## src/rtl/bus_arbiter.sv

```systemverilog
// bus_arbiter: two-master one-slave bus arbiter with release phase; `define BUS_ARBITER_TIMEOUT_EN adds an ACTIVE timeout abort
module bus_arbiter #(
    parameter bit FIXED_PRIORITY = 1'b0,
    parameter int TIMEOUT        = 1024
) (
    input  logic        i_clock,
    input  logic        i_reset,
    input  logic        i_m0_request,
    input  logic        i_m0_rw,
    input  logic [31:0] i_m0_address,
    input  logic [31:0] i_m0_wdata,
    output logic [31:0] o_m0_rdata,
    output logic        o_m0_ready,
    input  logic        i_m1_request,
    input  logic        i_m1_rw,
    input  logic [31:0] i_m1_address,
    input  logic [31:0] i_m1_wdata,
    output logic [31:0] o_m1_rdata,
    output logic        o_m1_ready,
    output logic        o_bus_request,
    output logic        o_bus_rw,
    output logic [31:0] o_bus_address,
    output logic [31:0] o_bus_wdata,
    input  logic        i_bus_ready,
    input  logic [31:0] i_bus_rdata,
    output logic        o_busy,
    output logic        o_timeout
);
    localparam logic [1:0] IDLE = 2'd0, ACTIVE = 2'd1, RELEASE = 2'd2;
    logic [1:0]  state;
    logic        grant, last, active, pick, expire;
    logic        sel_request, sel_rw, ready_g, rw_q;
    logic [31:0] sel_address, sel_wdata, rdata_g, address_q, wdata_q, m0_rdata_q, m1_rdata_q;

    assign active      = state == ACTIVE;
    assign sel_request = grant ? i_m1_request : i_m0_request;
    assign sel_rw      = grant ? i_m1_rw : i_m0_rw;
    assign sel_address = grant ? i_m1_address : i_m0_address;
    assign sel_wdata   = grant ? i_m1_wdata : i_m0_wdata;
    // master 1 wins when alone, or on a tie under round-robin when master 0 went last
    assign pick        = i_m1_request && (!i_m0_request || (!FIXED_PRIORITY && !last));

`ifdef BUS_ARBITER_TIMEOUT_EN
    logic [31:0] count;
    logic        timeout_q;
    assign expire    = active && count == 32'(TIMEOUT);
    assign o_timeout = timeout_q;
    always_ff @(posedge i_clock) begin
        if (i_reset) begin
            count     <= '0;
            timeout_q <= 1'b0;
        end else begin
            count     <= active ? count + {31'd0, !i_bus_ready} : '0;
            timeout_q <= timeout_q | expire;
        end
    end
`else
    logic unused_timeout;
    assign unused_timeout = |TIMEOUT;
    assign expire         = 1'b0;
    assign o_timeout      = 1'b0;
`endif

    assign ready_g       = expire | i_bus_ready;
    assign rdata_g       = expire ? 32'hffff_ffff : i_bus_rdata;
    assign o_bus_request = active && sel_request && !expire;
    assign o_bus_rw      = active ? sel_rw : rw_q;
    assign o_bus_address = active ? sel_address : address_q;
    assign o_bus_wdata   = active ? sel_wdata : wdata_q;
    assign o_m0_ready    = active && !grant && ready_g;
    assign o_m1_ready    = active && grant && ready_g;
    assign o_m0_rdata    = (active && !grant) ? rdata_g : m0_rdata_q;
    assign o_m1_rdata    = (active && grant) ? rdata_g : m1_rdata_q;
    assign o_busy        = state != IDLE;

    always_ff @(posedge i_clock) begin
        if (i_reset) begin
            state      <= IDLE;
            grant      <= 1'b0;
            last       <= 1'b1;
            rw_q       <= 1'b0;
            address_q  <= '0;
            wdata_q    <= '0;
            m0_rdata_q <= '0;
            m1_rdata_q <= '0;
        end else begin
            if (state == IDLE && (i_m0_request || i_m1_request)) begin
                state <= ACTIVE;
                grant <= pick;
            end
            if (active) begin
                rw_q      <= sel_rw;
                address_q <= sel_address;
                wdata_q   <= sel_wdata;
                if (grant) m1_rdata_q <= rdata_g;
                else m0_rdata_q <= rdata_g;
                if (!sel_request || expire) begin
                    state <= RELEASE;
                    last  <= grant;
                end
            end
            // hold off the next grant until the slave has dropped its ready
            if (state == RELEASE && !i_bus_ready) state <= IDLE;
            if (state == 2'd3) state <= IDLE;
        end
    end
endmodule

```

## config.mk

```make
export PLATFORM = sky130hd
export DESIGN_NAME = bus_arbiter
export DESIGN_NICKNAME = d
export VERILOG_FILES = /design/src/rtl/bus_arbiter.sv
export SDC_FILE = /design/constraint.sdc
export NUM_CORES = 1
export LEC_CHECK = 0
export BUFFER_PORTS_ARGS = -buffer_cell sky130_fd_sc_hd__buf_2
export CORE_ASPECT_RATIO = 1.5
export CORE_MARGIN = 2
export CORE_UTILIZATION = 43
export CTS_CLUSTER_SIZE = 28
export DETAILED_ROUTE_END_ITERATION = 6
export PLACE_DENSITY_LB_ADDON = 0.05
export SLEW_MARGIN = 20
export SYNTH_ARGS = -nofsm -noshare
export SYNTH_HDL_FRONTEND = slang
export SYNTH_SLANG_ARGS = --single-unit
```

## constraint.sdc

```tcl
create_clock -name i_clock -period 2.2 [get_ports i_clock]
set_input_delay 0.44 -clock i_clock [delete_from_list [all_inputs] [get_ports i_clock]]
set_output_delay 0.44 -clock i_clock [all_outputs]
set_load 0.03 [all_outputs]
```

==> PnR_summary.wiki <==
{| class="wikitable"
! Metric !! Value
|-
| Outcome || finished, violations left
|-
| Violated checks || setup timing
|-
| First-pass GRT wire length || 27.4 mm
|-
| Placer Congestion || about 0.81
|-
| Worst-path fanout max || 8
|-
| Time the worst path needs with I/O delays and setup || 2.31 ns
|-
| RSZ-0062 raised after global routing || true
|-
| Antenna Violating Nets Remaining || 0
|-
| Commonest cells after routing, fill and taps aside || sky130_fd_sc_hd__buf_2 (231), sky130_fd_sc_hd__nor2_1 (131), sky130_fd_sc_hd__dfxtp_1 (130)
|-
| Sw Share || 32.6%
|-
| Least-Margin Pin Slew || 0.534 ns
|-
| Critical Path Start || grant$_SDFFE_PP0P_
|-
| DRC Markers || 0
|-
| P_sw || 2.68 mW
|-
| Vias in the first global route || 5743
|-
| Detailed router's first-iteration violation count || 165
|-
| IO Count || about 300
|-
| Class of the most critical setup path || register to output port
|-
| Sequential fraction of the synthesis area || 45.3%
|-
| Number of warning messages in the yosys log || 0
|-
| Type of the tightest min-delay check || input port to register
|-
| Internal Dissipation || 5.54 mW
|-
| Reg2Reg Launch Point || grant$_SDFFE_PP0P_
|-
| Drt pass-1 iters || 4
|-
| Die outline area || between 0.01 and 0.015 mm^2
|-
| Cells after synthesis || 664
|-
| Via count || roughly 6000
|-
| IO buf count || 299
|-
| Share of total power in combinational logic || slightly above 30%
|-
| Ant. Diodes || 0
|-
| Worst reg2reg path depth || 6
|-
| Element type at the critical path start || register
|-
| Hold path endpoint || last$_SDFFE_PP1P_
|-
| Largest area contributor in the synthesized netlist || sky130_fd_sc_hd__dfxtp_1
|-
| Final number of setup-violating endpoints || 58
|-
| Overall global routing resource usage || 23.4%
|-
| Average size of a mapped cell || between 8 and 9 um^2
|-
| Horiz. Die Dim || 99.4 um
|-
| Total congestion overflow after global routing || 0
|-
| Clock transition at the registers of the reported paths || roughly 0.06 ns
|-
| R2R Setup Slk || around 0.53 ns
|-
| Maxcap violations || 0
|-
| Least setup slack across all paths after layout || -0.113 ns
|-
| H-tree levels || 4
|-
| Final HPWL from detailed placement || 12.1 mm
|-
| Part of the power in the clock network || 37.6%
|-
| Fraction of final layout cells with drive strength greater than 1 || just over 50%
|-
| Count of final hold-check violations || 0
|-
| Number of max-slew violations in the final report || 0
|-
| Core region area || around 0.013 mm^2
|-
| Hold-critical path depth || 2
|-
| Normalized max-slew margin || 64.4%
|-
| Root Buffer || sky130_fd_sc_hd__clkbuf_16
|-
| Most frequent standard cell in the layout excluding fill and tap cells || sky130_fd_sc_hd__buf_2
|-
| Maximum vdd ir drop || about 0.47 mV
|-
| Clock buffer count from CTS || 17
|-
| Post-synth top area share || 45.3%
|-
| Area of the mapped netlist || 0.00587 mm^2
|-
| Accumulated negative setup slack || -3.33 ns
|-
| Final clock period utilization by the worst path || 105%
|-
| # clock sinks || 133
|-
| Post-route core utilization || 72.0%
|-
| Number of nets produced by synthesis || 831
|-
| Final WL || between 15 and 20 mm
|-
| WP data required || 1.76 ns
|-
| Hold path start || i_m1_request
|-
| Signed area change from the synthesized netlist to the final layout || 64.3%
|-
| Fmax || 432 MHz
|-
| Worst reg2reg path endpoint || m0_rdata_q[19]$_SDFFE_PP0P_
|-
| Main area contributors after synthesis || sky130_fd_sc_hd__dfxtp_1 (45%), sky130_fd_sc_hd__nor2b_1 (14%), sky130_fd_sc_hd__mux2_2 (11%), sky130_fd_sc_hd__a211oi_1 (8.4%), sky130_fd_sc_hd__nor2_1 (8.4%)
|-
| Worst-Skew Late Latency || 0.41 ns
|-
| Initial standard-cell utilization of the core || 43.8%
|-
| Worst-case clock buffer depth || 2
|-
| Number of distinct library cell variants in the gate-level netlist after synthesis || 26
|-
| Wire per inst || around 17 um
|-
| Vias per cell || ~5.2
|-
| Signal arrival time at the worst endpoint || between 1.5 and 2 ns
|-
| Antenna violations before repair || 0
|-
| Critical path capture point type || output port
|-
| Number of register bits inferred by synthesis || 133
|-
| Vertical die dimension || 147 um
|-
| Power density of the placed cells || 852 mW/mm^2
|-
| CTS tree || done
|-
| Setup Skew || 0.00894 ns
|-
| Maximum number of pins on one net before global-route repair || 70
|-
| Leakage power summed over all cells || 4.35 nW
|-
| Final net count || 1141
|-
| Std cell rows || 52
|-
| Sequential fraction of design power || 32.2%
|}
## critical path, stage by stage (launching register included)
cell	delay, ns
sky130_fd_sc_hd__dfxtp_4	0.38
sky130_fd_sc_hd__nor3b_4	0.28
sky130_fd_sc_hd__buf_6	0.17
sky130_fd_sc_hd__clkbuf_16	0.17
sky130_fd_sc_hd__mux2_4	0.32
sky130_fd_sc_hd__buf_6	0.14
## per-stage QoR
stage                     setup WS, ns  hold WS, ns  instances  power [mW]  instance area, um^2
after floorplan                  0.153        0.467        664        4.04                 5870
after global placement           0.294        0.484       1086        4.63                 7540
after detailed placement         0.223        0.508       1086        4.66                 7540
after CTS                      -0.0929        0.308       1130        7.91                 8700
after global routing            -0.155        0.317       1149        8.55                 9650
final                           -0.113        0.317       1149        8.22                 9650
## layout make-up
cell class                 instances  area (um^2)
fill                            1065         3750
multi-input combinational        476         3570
sequential                       133         2670
timing repair buffer             343         2540
clock buffer                      18          439
clock inverter                    14          211
tap                              162          203
inverter                           3         11.3
## synthesized netlist by cell type
cell / number
sky130_fd_sc_hd__and2_1: 1
sky130_fd_sc_hd__buf_1: 1
sky130_fd_sc_hd__nor3_1: 66
sky130_fd_sc_hd__nor2_1: 131
sky130_fd_sc_hd__clkbuf_2: 1
sky130_fd_sc_hd__a2111oi_0: 1
sky130_fd_sc_hd__inv_1: 3
sky130_fd_sc_hd__mux2_1: 5
sky130_fd_sc_hd__nand2_1: 2
sky130_fd_sc_hd__clkbuf_1: 33
sky130_fd_sc_hd__or2_2: 1
sky130_fd_sc_hd__buf_2: 16
sky130_fd_sc_hd__nand3b_1: 2
sky130_fd_sc_hd__nor3b_4: 1
sky130_fd_sc_hd__a211oi_1: 66
sky130_fd_sc_hd__mux2i_1: 1
sky130_fd_sc_hd__dfxtp_1: 133
sky130_fd_sc_hd__nand2b_1: 1
sky130_fd_sc_hd__o21ai_0: 3
sky130_fd_sc_hd__and3_1: 1
sky130_fd_sc_hd__mux2_2: 59
sky130_fd_sc_hd__buf_4: 1
sky130_fd_sc_hd__o311ai_1: 1
sky130_fd_sc_hd__a21oi_1: 3
sky130_fd_sc_hd__conb_1: 1
sky130_fd_sc_hd__nor2b_1: 130
## worst max path at each step
stage / to / slack [ns] / depth (start not counted)
detailed placement: o_m0_rdata[7] / 0.22 / 4
global route: o_m0_rdata[4] / -0.16 / 5
global placement: o_m0_rdata[4] / 0.29 / 4
CTS: o_m0_rdata[1] / -0.09 / 5
floorplan: o_bus_address[10] / 0.15 / 7
finish: o_m0_rdata[3] / -0.11 / 5
## power by group through the flow
stage                     clock (mW)  sequential (mW)  combinational [mW]
final                           3.09             2.65                2.49
after global routing            3.25             2.66                2.63
after CTS                       3.14             2.64                2.12
after detailed placement           0             2.70                1.97
after global placement             0             2.69                1.94
after floorplan                    0             2.68                1.36
## flip-flops by register name (all words and copies together) (netlist names)
signal	cells
address_q	32
grant	1
last	1
m0_rdata_q	32
m1_rdata_q	32
rw_q	1
state	2
wdata_q	32
## cells by family (layout without fill, tap and decap cells)
group	count (synthesis)	in the layout	share of synthesized area (%)
and+or+nand+nor	336	336	29.0
DFF	133	133	45.3
buffers and inverters	55	378	3.94
other	1	1	0.0639
AOI/OAI and AO/OA	74	74	9.25
muxes	65	65	12.4
## layer usage
layer	vias up	global-route usage [%]	share of wire (%)
li1	2851	-	-
met1	2809	25.5	36
met2	239	42.2	54
met3	47	5.52	5.7
met4	0	10.5	3.8
met5	-	0	0
## timing repair
item | CTS | global route
pin swaps | 1 | 3
gates cloned | 4 | 11
hold buffers | 0 | 0
setup buffers | 9 | 9
setup endpoints to repair | 130 | 129
resized for setup | 101 | 172
Power figures use the tool's default switching activity.
